===== src/rtl/ic0_arbiter.sv =====
// ic0_arbiter: two-master round-robin arbiter for the ic0 bus with a single
// outstanding read, response routing and read timeout.
module ic0_arbiter #(
    parameter int          SEL_LO   = 12,
    parameter int          TIMEOUT  = 15,
    parameter logic [31:0] ERR_DATA = 32'hDEADBEEF
) (
    input  logic        clk,
    input  logic        c_sys_rst,
    input  logic        m0_c_rd_req,
    input  logic        m0_c_wr_req,
    input  logic [31:0] m0_rd_addr,
    input  logic [31:0] m0_wr_addr,
    input  logic [31:0] m0_wr_data,
    input  logic [3:0]  m0_wr_strobe,
    output logic        m0_c_gnt,
    output logic        m0_c_rd_done,
    output logic        m0_c_rd_err,
    output logic [31:0] m0_rd_data,
    input  logic        m1_c_rd_req,
    input  logic        m1_c_wr_req,
    input  logic [31:0] m1_rd_addr,
    input  logic [31:0] m1_wr_addr,
    input  logic [31:0] m1_wr_data,
    input  logic [3:0]  m1_wr_strobe,
    output logic        m1_c_gnt,
    output logic        m1_c_rd_done,
    output logic        m1_c_rd_err,
    output logic [31:0] m1_rd_data,
    output logic        ic0_c_axi_mst_wr_valid,
    output logic        ic0_c_axi_mst_rd_valid,
    output logic [31:0] ic0_axi_mst_wr_addr,
    output logic [31:0] ic0_axi_mst_rd_addr,
    output logic [31:0] ic0_axi_mst_wr_data,
    output logic [3:0]  ic0_axi_mst_wr_strobe,
    input  logic        ic0_c_axi_slv_rd_ready_0,
    input  logic        ic0_c_axi_slv_rd_ready_1,
    input  logic        ic0_c_axi_slv_rd_ready_2,
    input  logic [31:0] ic0_axi_slv_rd_data_0,
    input  logic [31:0] ic0_axi_slv_rd_data_1,
    input  logic [31:0] ic0_axi_slv_rd_data_2
);
    typedef enum logic [1:0] {IDLE, RD_WAIT, RD_ERR} state_t;

    state_t      state_q, state_d;
    logic        last_q, last_d, owner_q, owner_d;
    logic [1:0]  sel_q, sel_d;
    logic [7:0]  cnt_q, cnt_d;
    logic        done_q, done_d, err_q, err_d;
    logic [31:0] data_q, data_d;

    logic        req0, req1, win, any, w_wr, rdy, resp_done, resp_err;
    logic [1:0]  w_sel;
    logic [31:0] w_rd_addr, slv_data, resp_data;

    // Arbitration; reset gating keeps every output low while c_sys_rst is asserted.
    always_comb begin
        req0      = m0_c_rd_req | m0_c_wr_req;
        req1      = m1_c_rd_req | m1_c_wr_req;
        win       = (req0 && req1) ? ~last_q : req1;
        any       = c_sys_rst && state_q == IDLE && (req0 || req1);
        w_wr      = win ? m1_c_wr_req : m0_c_wr_req;
        w_rd_addr = win ? m1_rd_addr : m0_rd_addr;
        w_sel     = w_rd_addr[SEL_LO+1:SEL_LO];
        rdy       = sel_q == 2'd0 ? ic0_c_axi_slv_rd_ready_0 :
                    sel_q == 2'd1 ? ic0_c_axi_slv_rd_ready_1 :
                    sel_q == 2'd2 ? ic0_c_axi_slv_rd_ready_2 : 1'b0;
        slv_data  = sel_q == 2'd0 ? ic0_axi_slv_rd_data_0 :
                    sel_q == 2'd1 ? ic0_axi_slv_rd_data_1 : ic0_axi_slv_rd_data_2;
    end

    always_comb begin
        state_d = state_q;
        last_d  = last_q;
        owner_d = owner_q;
        sel_d   = sel_q;
        cnt_d   = cnt_q;
        done_d  = 1'b0;
        err_d   = 1'b0;
        data_d  = '0;
        case (state_q)
            IDLE: if (any) begin
                last_d = win;
                if (!w_wr) begin
                    owner_d = win;
                    sel_d   = w_sel;
                    cnt_d   = '0;
                    state_d = w_sel == 2'd3 ? RD_ERR : RD_WAIT;
                end
            end
            // Ready is checked before the timeout so a same-cycle ready wins.
            RD_WAIT: if (rdy) begin
                state_d = IDLE;
                done_d  = 1'b1;
                data_d  = slv_data;
            end else if (cnt_q == 8'(TIMEOUT - 1)) begin
                state_d = IDLE;
                done_d  = 1'b1;
                err_d   = 1'b1;
                data_d  = ERR_DATA;
            end else begin
                cnt_d = cnt_q + 8'd1;
            end
            default: state_d = IDLE;
        endcase
    end

    always_ff @(posedge clk or negedge c_sys_rst) begin
        if (!c_sys_rst) begin
            state_q <= IDLE;
            last_q  <= 1'b1;
            owner_q <= 1'b0;
            sel_q   <= '0;
            cnt_q   <= '0;
            done_q  <= 1'b0;
            err_q   <= 1'b0;
            data_q  <= '0;
        end else begin
            state_q <= state_d;
            last_q  <= last_d;
            owner_q <= owner_d;
            sel_q   <= sel_d;
            cnt_q   <= cnt_d;
            done_q  <= done_d;
            err_q   <= err_d;
            data_q  <= data_d;
        end
    end

    always_comb begin
        m0_c_gnt               = any && !win;
        m1_c_gnt               = any && win;
        ic0_c_axi_mst_wr_valid = any && w_wr;
        ic0_c_axi_mst_rd_valid = any && !w_wr && w_sel != 2'd3;
        ic0_axi_mst_wr_addr    = (any && w_wr) ? (win ? m1_wr_addr : m0_wr_addr) : '0;
        ic0_axi_mst_wr_data    = (any && w_wr) ? (win ? m1_wr_data : m0_wr_data) : '0;
        ic0_axi_mst_wr_strobe  = (any && w_wr) ? (win ? m1_wr_strobe : m0_wr_strobe) : '0;
        ic0_axi_mst_rd_addr    = (any && !w_wr) ? w_rd_addr : '0;
        resp_done              = done_q || state_q == RD_ERR;
        resp_err               = err_q || state_q == RD_ERR;
        resp_data              = state_q == RD_ERR ? ERR_DATA : data_q;
        m0_c_rd_done           = resp_done && !owner_q;
        m0_c_rd_err            = resp_err && !owner_q;
        m0_rd_data             = (resp_done && !owner_q) ? resp_data : '0;
        m1_c_rd_done           = resp_done && owner_q;
        m1_c_rd_err            = resp_err && owner_q;
        m1_rd_data             = (resp_done && owner_q) ? resp_data : '0;
    end
endmodule

===== config.mk =====
export PLATFORM = sky130hd
export DESIGN_NAME = ic0_arbiter
export DESIGN_NICKNAME = d
export VERILOG_FILES = /design/src/rtl/ic0_arbiter.sv
export SDC_FILE = /design/constraint.sdc
export NUM_CORES = 1
export LEC_CHECK = 0
export CORE_AREA = 2 2 185 187
export CTS_CLUSTER_SIZE = 20
export DETAILED_ROUTE_END_ITERATION = 10
export DIE_AREA = 0 0 187 189
export GPL_ROUTABILITY_DRIVEN = 0
export GPL_TIMING_DRIVEN = 0
export HOLD_SLACK_MARGIN = 0.1
export MAX_ROUTING_LAYER = met4
export SYNTH_ARGS = -nofsm -noshare
export SYNTH_HDL_FRONTEND = slang
export SYNTH_SLANG_ARGS = --single-unit

===== constraint.sdc =====
create_clock -name clk -period 2.1 [get_ports clk]
set_clock_uncertainty 0.05 [all_clocks]
set_input_delay 0.42 -clock clk [delete_from_list [all_inputs] [get_ports clk]]
set_output_delay 0.42 -clock clk [all_outputs]
set_load 0.1 [all_outputs]

# After elaboration in Yosys (flattened, before gate mapping)
# Cells that the tools add are included.
# word_totals
wordCells	87
register_bits	48
output_inout_bits	172
# op_classes
n_mux	37
reduce_logical	25
addsub	1
bitwise	4
eq_ne	12
# op_table
operator	n
32-bit 2-to-1 mux	14
8-bit 2-to-1 mux	4
8-bit one-hot mux with 2 select lines	1
1-bit logical AND	12
1-bit 2-to-1 mux	10
2-bit 2-to-1 mux	5
2-bit != test (second input constant)	5
8-bit by 1-bit adder with 8-bit output (second input constant)	1
8-bit by 4-bit equality test with 1-bit output (second input constant)	1
4-bit 2-to-1 mux	2
2-bit equality test (second input constant)	3
3-bit AND reduction	2
5-bit AND reduction	1
2-bit by 1-bit equality test with 1-bit output (second input constant)	2
2-bit logical NOT	2
2-bit one-hot mux with 2 select lines	1
1-bit logical NOT	3
1-bit logical OR	3
3-bit != test (second input constant)	1
1-bit inverter	2
1-bit bitwise OR	2
2-bit AND reduction	1
2-bit nonzero test	1

# Logic depth before layout (Yosys ltp)
# Gate-level depths: netlist (run 1).
# logic_depth
ltp_word	9
depth_mapped	7

# Worst setup path after synthesis (run 1)
# No wires, ideal clock.
# synth_timing
kind	input-to-output
from	in m1_c_wr_req
to	out ic0_axi_mst_rd_addr[22]
required_ns	1.630
slack_ns	-1.219
path_buffers	2
path_stages	6
arrival_ns	2.849
cell_sequence	or2_1 -> nand2_1 -> buf_2 -> buf_1 -> nand2_1 -> a21oi_1
# synth_between
elab_chain_cells	7
elab_cells_between_ends	10
cone_classes	mux: 4; bitwise: 1; reduce/logical: 5
# synth_lines
item	line	rtl
start: declaration	21	input logic m1_c_wr_req,
1-bit bitwise OR	59	req1 = m1_c_rd_req | m1_c_wr_req;
1-bit logical AND	60	win = (req0 && req1) ? ~last_q : req1;
1-bit 2-to-1 mux	60	
1-bit 2-to-1 mux	62	w_wr = win ? m1_c_wr_req : m0_c_wr_req;
1-bit logical NOT	138	ic0_axi_mst_rd_addr = (any && !w_wr) ? w_rd_addr : '0;
1-bit logical AND	138	
32-bit 2-to-1 mux (*)	138	
end: declaration	33	output logic [31:0] ic0_axi_mst_rd_addr,
# Mark *: on every way between the ends. The rest lies on a longest branch, timed or not.

# Final worst setup path (run 1)
# layout_timing
from	reg last_q
to	out ic0_axi_mst_wr_data[25]
# layout_between
elab_chain_cells	5
elab_cells_between_ends	6
cone_classes	mux: 4; bitwise: 1; reduce/logical: 1
# layout_lines
item	line	rtl
start: declaration	46	logic last_q, last_d, owner_q, owner_d;
start signal: assignment	120	last_q <= last_d;
1-bit inverter (*)	60	
1-bit 2-to-1 mux (*)	60	
1-bit 2-to-1 mux	62	
1-bit logical AND	136	ic0_axi_mst_wr_data = (any && w_wr) ? (win ? m1_wr_data : m0_wr_data) : '0;
32-bit 2-to-1 mux (*)	136	
end: declaration	34	output logic [31:0] ic0_axi_mst_wr_data,
# Marked as above.

==> results.sh, run 1 <==
export IMPL_run_status="finished with violations"
export IMPL_violations="setup timing"
export IMPL_grt_use_total=0.188
export IMPL_worstHoldPathType="input port to asynchronous set/reset pin"
export IMPL_fin_area_um2=14400
export IMPL_top_usage_layer="met2"
export IMPL_vias=7234
export IMPL_area_growth_syn_to_layout_pct=222
export IMPL_clock_latency_ps=290
export IMPL_rows=67
export IMPL_final_hold_viol_count=0
export IMPL_antenna_left=0
export IMPL_tightestPinTransition_ps=1020
export IMPL_die_w_um=187
export IMPL_critical_path_class="register to output pin"
export IMPL_final_max_slew_violation_count=0
export IMPL_synth_xor_area_frac=0
export IMPL_final_nets=1560
export IMPL_muxShareOfSynthArea=0.136
export IMPL_ys_seq_elements=48
export IMPL_synth_area_top_cells="dfrtp_1, nand2_1, a21oi_1"
export IMPL_required_ps=1630
export IMPL_die_area_um2=35300
export IMPL_cp_arrival_ps=2210
export IMPL_core_area_um2=33300
export IMPL_drtIter0Drc=249
export IMPL_setup_tns_ps=-65610
export IMPL_crit_path_end_kind="output pin"
export IMPL_grt_pass1_wl_um=48200
export IMPL_synth_cells=693
export IMPL_cts_buffers=5
export IMPL_dr_pass1_iters=4
export IMPL_synth_compound_area_frac=0.214
export IMPL_grtUsageMet3=0.0487
export IMPL_slew_headroom=0.321
export IMPL_reg2reg_slack_ps=40
export IMPL_grt_pass1_vias=7637
export IMPL_fmax_mhz=373
export IMPL_worstPathMaxFanout=7
export IMPL_drive_gt1_frac=0.442
export IMPL_port_buffers=476
export IMPL_finalCritPeriodShare=1.28
export IMPL_clk_path_buf_depth=2
export IMPL_worst_slack_ps=-578
export IMPL_whs_ps=126
export IMPL_postSynthAreaPerCell_um2=6.46
export IMPL_yosys_area_share_adder=0.00559
export IMPL_p_total_mw=14.5
export IMPL_synth_ff_type="dfrtp_1"
export IMPL_yosys_warnings=0
export IMPL_synth_cell_type_count=45
export IMPL_drcViolationCount=0
export IMPL_syn_nets=1000
export IMPL_cts_clk_slew_worst_paths_ps=70
export IMPL_synthArstFlopShare=1.00
export IMPL_antenna_found_initial=11
export IMPL_synth_top_family_by_area="simple AND/OR/NAND/NOR gates"
export IMPL_max_cap_viol_count=0
export IMPL_routed_wl_um=35800
export IMPL_clock_sinks=48
export IMPL_dp_hpwl_um=27200
export IMPL_dpl_cell_area_um2=11000
export IMPL_regArea_um2=1200
export IMPL_overflow=0
export IMPL_die_h_um=189
export IMPL_wl_per_cell_um=20.9
export IMPL_grt_max_degree=26
export IMPL_p_leak_nw=5.49
export IMPL_yosysTopAreaCell="dfrtp_1"
export IMPL_start_util=0.135
export IMPL_power_density_nw_per_um2=1010
export IMPL_period_needed_ps=2680
export IMPL_ir_drop_uv=680
export IMPL_setup_violations=169
export IMPL_ys_seq_area_frac=0.269
export IMPL_fillers=3105
export IMPL_cts_root_buffer="clkbuf_16"
export IMPL_cp_start_kind="register"
export IMPL_rsz0062_at_grt="true"
export IMPL_yosys_area_share_simple=0.309
export IMPL_ctsHtreeMaxLevel=2
export IMPL_viasPerCell=4.22
export IMPL_synth_edf_count=0
export IMPL_ioPinCount=477
export IMPL_grt_met1_usage=0.193
export IMPL_cts_tree="yes"
export IMPL_multiInputGateArea_um2=4500
export IMPL_syn_area_um2=4480
export IMPL_synth_top_area_frac=0.263
export IMPL_grtUsageMet2=0.336
==> routing by layer <==
metal  vias to the layer above  part of all wire
met5                         -                 0
met4                         0             0.047
met3                        70             0.064
met2                       363              0.52
met1                      3370              0.37
li1                       3431                 -
==> where the power goes <==
| group | internal (mW) | leakage (nW) | switching (mW) |
|---|---|---|---|
| Clock | 0.478 | 0.0773 | 0.381 |
| Combinational | 4.67 | 4.76 | 7.60 |
| Sequential | 1.18 | 0.649 | 0.185 |
| Total | 6.33 | 5.49 | 8.16 |
==> cells by family (layout without fill, tap and decap cells) <==
kind of cell / count (synthesis) / after routing
AND/OR/NAND/NOR: 351 / 351
AO/OA/AOI/OAI: 167 / 167
buffers and inverters: 67 / 628
multiplexers: 58 / 58
flip-flops: 48 / 48
adder cells (fa/ha/maj): 2 / 2
other: 0 / 12
==> cell usage after synthesis, types with 3 or more instances <==
| cell type | instances |
|---|---|
| buf_2 | 20 |
| nand3_1 | 3 |
| o21ai_0 | 5 |
| dfrtp_1 | 47 |
| o211a_1 | 3 |
| buf_1 | 5 |
| a21oi_2 | 9 |
| o31ai_1 | 3 |
| a21oi_1 | 130 |
| clkbuf_1 | 30 |
| mux2_2 | 24 |
| a31oi_1 | 3 |
| inv_1 | 8 |
| nor2_1 | 113 |
| mux2i_1 | 34 |
| a21o_1 | 3 |
| nand2_1 | 218 |
==> worst paths after layout <==
check	cells past startpoint	start	endpoint
min in group clk	2	m1_c_wr_req	owner_q
max in group asynchronous	3	c_sys_rst	state_q[0]
worst min register to register	1	cnt_q[0]	cnt_q[0]
worst max-delay path	7	last_q	ic0_axi_mst_wr_data[25]
worst max register to register	10	last_q	cnt_q[4]
worst min-delay path	2	c_sys_rst	last_q
==> registers in the layout, summed over array words and instances, names as in the netlist <==
| register | count |
|---|---|
| data_q | 32 |
| cnt_q | 8 |
| sel_q | 2 |
| state_q | 2 |
| done_q | 1 |
| err_q | 1 |
| last_q | 1 |
| owner_q | 1 |
==> through the flow <==
stage | utilization | cells | worst slack [ps]
after floorplan | - | 693 | -1170
after CTS | 0.381 | 1657 | -642
final | 0.433 | 1714 | -578
after detailed placement | 0.332 | 1618 | -2050
after global placement | 0.332 | 1617 | -3880
after global routing | 0.433 | 1713 | -627
==> repair_timing <==
item | CTS | global route
resized for setup | 1377 | 413
endpoints found under the setup margin | 185 | 203
setup buffers | 25 | 42
hold endpoints to repair | 25 | 0
pin swaps | 8 | 20
cloned | 4 | 9
hold buffers | 4 | 0
==> final cells by class <==
cell class              count  share of cell area
well taps                 448              0.0389
clock buffers               6             0.00965
clock inverters             2            0.000956
repair buffers            558               0.508
flip-flops and latches     48              0.0836
plain buffers              54              0.0409
inverters                   8             0.00365
diodes                     12             0.00209
multi-input cells         578               0.313
==> layout by cell type, fill, tap and decap left out, types with 14 or more instances in the layout <==
cell and instances:
a21oi_2 29, a21oi_1 42, nor2_1 22, buf_12 166, buf_8 26, buf_6 35
nor2_4 71, mux2i_1 33, nor2_2 21, nand2_1 214, buf_4 37, clkdlybuf4s50_1 299
mux2_2 24, a21oi_4 68, clkbuf_16 14, dfrtp_1 46
==> critical path, cell delays in order (launching register included) <==
cell	delay (ps)
dfstp_2	390
buf_6	110
and3b_2	220
or3_4	480
buf_12	190
buf_16	150
a21oi_4	170
buf_12	200
Power figures use the tool's default switching activity.
==> inputs of run 2 (changes only) <==
==> config.mk (replaced) <==
export PLATFORM = sky130hd
export DESIGN_NAME = ic0_arbiter
export DESIGN_NICKNAME = d
export VERILOG_FILES = /design/src/rtl/ic0_arbiter.sv
export SDC_FILE = /design/constraint.sdc
export NUM_CORES = 1
export LEC_CHECK = 0
export CORE_AREA = 2 2 187 189
export CTS_BUF_LIST = sky130_fd_sc_hd__clkbuf_4
export CTS_CLUSTER_SIZE = 24
export DETAILED_ROUTE_END_ITERATION = 10
export DIE_AREA = 0 0 189 191
export GPL_ROUTABILITY_DRIVEN = 0
export GPL_TIMING_DRIVEN = 0
export HOLD_SLACK_MARGIN = 0.1
export MAX_ROUTING_LAYER = met4
export PLACE_DENSITY = 0.43
export SYNTH_ARGS = -nofsm -noshare
export SYNTH_HDL_FRONTEND = slang
export SYNTH_SLANG_ARGS = --single-unit
==> run 2 against run 1 <==
  * Die area increased by 2.1%
  * Setup slack got worse by 99 ps
  * Clock-buffer cell count decreased by 1
  * The run still ends with setup timing left
  * Worst hold slack improved by 100 ps
  * Non-clock buffer count decreased by 3
  * Fmax decreased by 3.6%
==> results.sh, run 2 (synthesis gave the netlist of run 1 again) <==
export IMPL_multiInputGateArea_um2=4720
export IMPL_min_path_cells=2
export IMPL_run_status="finished with violations"
export IMPL_slew_headroom=0.273
export IMPL_port_buffers=476
export IMPL_drive_gt1_frac=0.456
export IMPL_cp_arrival_ps=2310
export IMPL_period_needed_ps=2780
export IMPL_ctsHtreeMaxLevel=2
export IMPL_final_common_cell="clkdlybuf4s50_1"
export IMPL_top_register="data_q"
export IMPL_violations="setup timing"
export IMPL_dr_pass1_iters=4
export IMPL_ioPinCount=477
export IMPL_grt_max_degree=26
export IMPL_combPwrFrac=0.873
export IMPL_path_depth=7
export IMPL_fillers=3326
export IMPL_required_ps=1630
export IMPL_vias=7033
export IMPL_power_density_nw_per_um2=975
export IMPL_cp_slowest_cell="dfstp_2"
export IMPL_rows=68
export IMPL_die_h_um=191
export IMPL_core_area_um2=34100
export IMPL_final_cell_mix="clkdlybuf4s50_1, nand2_1, buf_12, a21oi_4, nor2_4"
export IMPL_grt_use_total=0.183
export IMPL_antenna_left=0
export IMPL_pwr_share_seq=0.095
export IMPL_die_area_um2=36100
export IMPL_setup_tns_ps=-75160
export IMPL_reg2reg_slack_ps=150
export IMPL_worstHoldPathType="input port to register"
export IMPL_crit_path_end_kind="output pin"
export IMPL_worstPathMaxFanout=7
export IMPL_cts_root_buffer="clkbuf_4"
export IMPL_cts_clk_slew_worst_paths_ps=150
export IMPL_fmax_mhz=360
export IMPL_worstPathCellList="nand2b_4 -> a21oi_4 -> or3_4 -> buf_12 -> buf_16 -> a21oi_4 -> buf_12"
export IMPL_dp_hpwl_um=28300
export IMPL_cp_buffers_inverters=3
export IMPL_cts_tree="yes"
export IMPL_pwr_share_clk=0.032
export IMPL_drcViolationCount=0
export IMPL_rr_worst_depth=6
export IMPL_reg_top3="data_q: 32 flops, cnt_q: 8 flops"
export IMPL_grt_pass1_vias=7215
export IMPL_postLayoutCoreUtil=0.430
export IMPL_max_cap_viol_count=0
export IMPL_area_growth_syn_to_layout_pct=228
export IMPL_p_leak_nw=5.50
export IMPL_grt_pass1_wl_um=47500
export IMPL_wl_per_cell_um=20.7
export IMPL_sw_frac_of_total=0.569
export IMPL_p_int_mw=6.17
export IMPL_cp_top_family="flip-flops"
export IMPL_overflow=0
export IMPL_routed_wl_um=35500
export IMPL_critical_path_class="register to output pin"
export IMPL_ir_drop_uv=542
export IMPL_viasPerCell=4.10
export IMPL_clock_latency_ps=380
export IMPL_drtIter0Drc=185
export IMPL_final_hold_viol_count=0
export IMPL_regArea_um2=1200
export IMPL_final_nets=1557
export IMPL_worst_slack_ps=-678
export IMPL_clk_path_buf_depth=2
export IMPL_cpPeakStageDelay_ps=580
export IMPL_rsz0062_at_grt="true"
export IMPL_largest_reg_flops=32
export IMPL_clock_sinks=48
export IMPL_final_max_slew_violation_count=0
export IMPL_antenna_found_initial=8
export IMPL_die_w_um=189
export IMPL_cts_buffers=5
export IMPL_start_util=0.131
export IMPL_tightestPinTransition_ps=1090
export IMPL_cp_start_kind="register"
export IMPL_finalCritPeriodShare=1.32
export IMPL_p_sw_mw=8.14
export IMPL_setup_violations=172
## run 2: cell types whose count changed in the layout (fill, tap and decap cells not counted), sizes merged
cell	before	now
diode	12	8
clkdlybuf4s15	1	0
dlygate4sd3	2	3
dlygate4sd2	0	1
clkinvlp	2	4
inv	6	5
buf	282	275
dlymetal6s2s	0	1
clkbuf	34	35
## run 2: power groups by stage
stage | Sequential [mW] | Combinational, mW | Clock (mW)
4_1_cts | 1.34 | 10.4 | 0.487
3_5_place_dp | 1.35 | 9.42 | 0
6_report | 1.36 | 12.5 | 0.461
2_1_floorplan | 1.31 | 6.84 | 0
5_1_grt | 1.39 | 13.1 | 0.528
3_3_place_gp | 1.35 | 9.43 | 0
## run 2: final cells by class
| cell class | instances | share of cell area |
|---|---|---|
| inverters | 8 | 0.00341 |
| diodes | 8 | 0.00136 |
| repair buffers | 553 | 0.503 |
| multi-input cells | 578 | 0.321 |
| clock buffers | 5 | 0.00256 |
| plain buffers | 56 | 0.0461 |
| flip-flops and latches | 48 | 0.0821 |
| well taps | 455 | 0.0388 |
| clock inverters | 3 | 0.00128 |
## run 2: final timing paths
check | endpoint | start
setup / recovery | ic0_axi_mst_wr_data[30] | last_q
max in group asynchronous | state_q[0] | c_sys_rst
hold / removal | owner_q | m1_c_wr_req
min in group asynchronous | data_q[5] | c_sys_rst
setup reg to reg | cnt_q[3] | sel_q[1]
hold reg to reg | cnt_q[0] | cnt_q[0]
## run 2: through the flow
step | power [mW] | instance area [um^2] | hold slack, ps | worst slack [ps] | cells
finish | 14.3 | 14700 | 226 | -678 | 1714
detailed placement | 10.8 | 11100 | 424 | -2040 | 1625
global placement | 10.8 | 11000 | 475 | -3980 | 1624
floorplan | 8.15 | 5710 | 74.4 | -1170 | 693
CTS | 12.2 | 11900 | 392 | -794 | 1647
global route | 15.0 | 14700 | 210 | -751 | 1713
## run 2: what timing repair did
item / 4_1_cts / 5_1_grt
endpoints found under the setup margin: 206 / 201
hold buffers: 5 / 0
gates resized for setup: 1245 / 654
buffers inserted: 8 / 51
cloned: 2 / 10
hold endpoints to repair: 25 / 0
pin swaps: 3 / 46
## run 2: metal layers
| layer | wire length (um) | track usage | up-vias | part of all wire |
|---|---|---|---|---|
| li1 | - | - | 3424 | - |
| met1 | 13000 | 0.198 | 3278 | 0.37 |
| met2 | 19200 | 0.335 | 309 | 0.54 |
| met3 | 2580 | 0.0457 | 22 | 0.073 |
| met4 | 705 | 0.0424 | 0 | 0.020 |
| met5 | 0 | - | - | 0 |
==> inputs of run 3 (changes only) <==
--- a/config.mk
+++ b/config.mk
@@ -14,7 +14,7 @@
 export GPL_TIMING_DRIVEN = 0
 export HOLD_SLACK_MARGIN = 0.1
 export MAX_ROUTING_LAYER = met4
-export PLACE_DENSITY = 0.43
+export PLACE_DENSITY = 0.44
 export SYNTH_ARGS = -nofsm -noshare
 export SYNTH_HDL_FRONTEND = slang
 export SYNTH_SLANG_ARGS = --single-unit
==> run 3 against run 2 <==
  * The flow still finishes with violations (setup timing)
  * Utilization grew 0.61 points
  * Clock power grew 3%
  * Setup slack lost 43 ps
  * Critical path depth is the same
  * Critical path type unchanged
  * Critical endpoint is now ic0_axi_mst_wr_data[28]
==> results.sh, run 3 (synthesis gave the netlist of run 1 again) <==
export IMPL_die_h_um=191
export IMPL_slew_headroom=0.476
export IMPL_top_register="data_q"
export IMPL_cts_root_buffer="clkbuf_4"
export IMPL_clock_latency_ps=400
export IMPL_die_area_um2=36100
export IMPL_antenna_found_initial=15
export IMPL_drive_gt1_frac=0.459
export IMPL_drcViolationCount=0
export IMPL_final_hold_viol_count=0
export IMPL_clock_sinks=48
export IMPL_violations="setup timing"
export IMPL_routed_wl_um=35700
export IMPL_whs_ps=326
export IMPL_p_total_mw=14.6
export IMPL_largest_reg_flops=32
export IMPL_cts_tree="yes"
export IMPL_area_growth_syn_to_layout_pct=233
export IMPL_start_util=0.131
export IMPL_grt_use_total=0.190
export IMPL_final_nets=1564
export IMPL_grt_pass1_wl_um=49400
export IMPL_overflow=0
export IMPL_final_cell_mix="clkdlybuf4s50_1, nand2_1, buf_12, nor2_4, a21oi_4"
export IMPL_cts_buffers=5
export IMPL_finalCritPeriodShare=1.34
export IMPL_final_common_cell="clkdlybuf4s50_1"
export IMPL_rows=68
export IMPL_clk_path_buf_depth=2
export IMPL_tightestPinTransition_ps=783
export IMPL_p_leak_nw=5.61
export IMPL_setup_violations=172
export IMPL_power_density_nw_per_um2=983
export IMPL_core_area_um2=34100
export IMPL_worst_slack_ps=-721
export IMPL_port_buffers=476
export IMPL_ctsHtreeMaxLevel=2
export IMPL_reg_top3="data_q: 32 flops, cnt_q: 8 flops"
export IMPL_final_max_slew_violation_count=0
export IMPL_grt_max_degree=33
export IMPL_period_needed_ps=2820
export IMPL_cp_start_kind="register"
export IMPL_fmax_mhz=355
export IMPL_cp_arrival_ps=2350
export IMPL_dr_pass1_iters=4
export IMPL_cts_clk_slew_worst_paths_ps=150
export IMPL_rsz0062_at_grt="true"
export IMPL_fillers=3260
export IMPL_run_status="finished with violations"
export IMPL_dp_hpwl_um=28100
export IMPL_viasPerCell=4.12
export IMPL_ioPinCount=477
export IMPL_ir_drop_uv=730
export IMPL_max_cap_viol_count=0
export IMPL_die_w_um=189
export IMPL_drtIter0Drc=160
export IMPL_grt_pass1_vias=7625
export IMPL_critical_path_class="register to output pin"
export IMPL_antenna_left=0
export IMPL_worstHoldPathType="input port to register"
export IMPL_required_ps=1630
export IMPL_wl_per_cell_um=20.7
export IMPL_worstPathMaxFanout=8
export IMPL_crit_path_end_kind="output pin"
export IMPL_vias=7128
## run 3: cell count changes in the layout (fill, tap and decap cells not counted), moves of 7 or more
cell     previous run  this run
a21oi_2            12        21
buf_6              38        30
nor2_2             17        10
diode_2             8        16
a21oi_4            86        77
buf_12            184       193
nor2_4             74        83
## run 3: final cells by class
type | instances | area, um^2 | area share
Timing Repair Buffer | 566 | 7720 | 0.518
Multi-Input combinational cell | 578 | 4690 | 0.315
Buffer | 50 | 557 | 0.0374
Clock buffer | 5 | 37.5 | 0.00252
Antenna cell | 16 | 40.0 | 0.00269
Sequential cell | 48 | 1200 | 0.0809
Clock inverter | 3 | 18.8 | 0.00126
Inverter | 8 | 52.6 | 0.00353
Tap cell | 455 | 569 | 0.0382
## run 3: layer usage
layer | share of wire | track usage
met1 | 0.36 | 0.192
met2 | 0.55 | 0.357
met3 | 0.075 | 0.0532
met4 | 0.022 | 0.0529
met5 | 0 | -
## run 3: repair_timing
action / 4_1_cts / 5_1_grt
buffers inserted: 39 / 38
hold buffers: 2 / 0
hold endpoints to repair: 15 / 0
gates resized for setup: 1631 / 227
pin swaps: 13 / 46
setup endpoints to repair: 185 / 199
gates cloned: 7 / 7
## run 3: power breakdown
part | switching (mW) | internal [mW]
registers | 0.202 | 1.18
logic | 7.66 | 5.12
clock network | 0.350 | 0.127
## run 3: worst paths after layout
kind | to | cells past startpoint | slack [ps] | startpoint
setup / recovery | ic0_axi_mst_wr_data[28] | 7 | -720 | last_q
hold / removal | owner_q | 2 | 330 | m1_c_wr_req
setup reg to reg | cnt_q[2] | 9 | 160 | state_q[0]
hold reg to reg | cnt_q[6] | 1 | 490 | cnt_q[6]
max in group asynchronous | state_q[0] | 2 | 740 | c_sys_rst
min in group asynchronous | data_q[7] | 2 | 690 | c_sys_rst
## run 3: stage by stage
stage,cell area (um^2),instances,TNS [ps],utilization,worst slack [ps]
after global routing,14900,1728,-107230,0.436,-785
after global placement,11000,1624,-555160,0.324,-3970
after floorplan,5710,693,-72380,-,-1170
final,14900,1729,-93160,0.436,-721
after detailed placement,11100,1625,-271090,0.324,-2050
after CTS,13700,1680,-88870,0.401,-747
## run 3: worst max-delay path, cell delays in order (launching register included)
cell and delay [ps]:
dfstp_2 580, nand2b_4 130, a21oi_4 50, or3_4 490, buf_12 180, buf_16 140, a21oi_4 180, buf_12 200
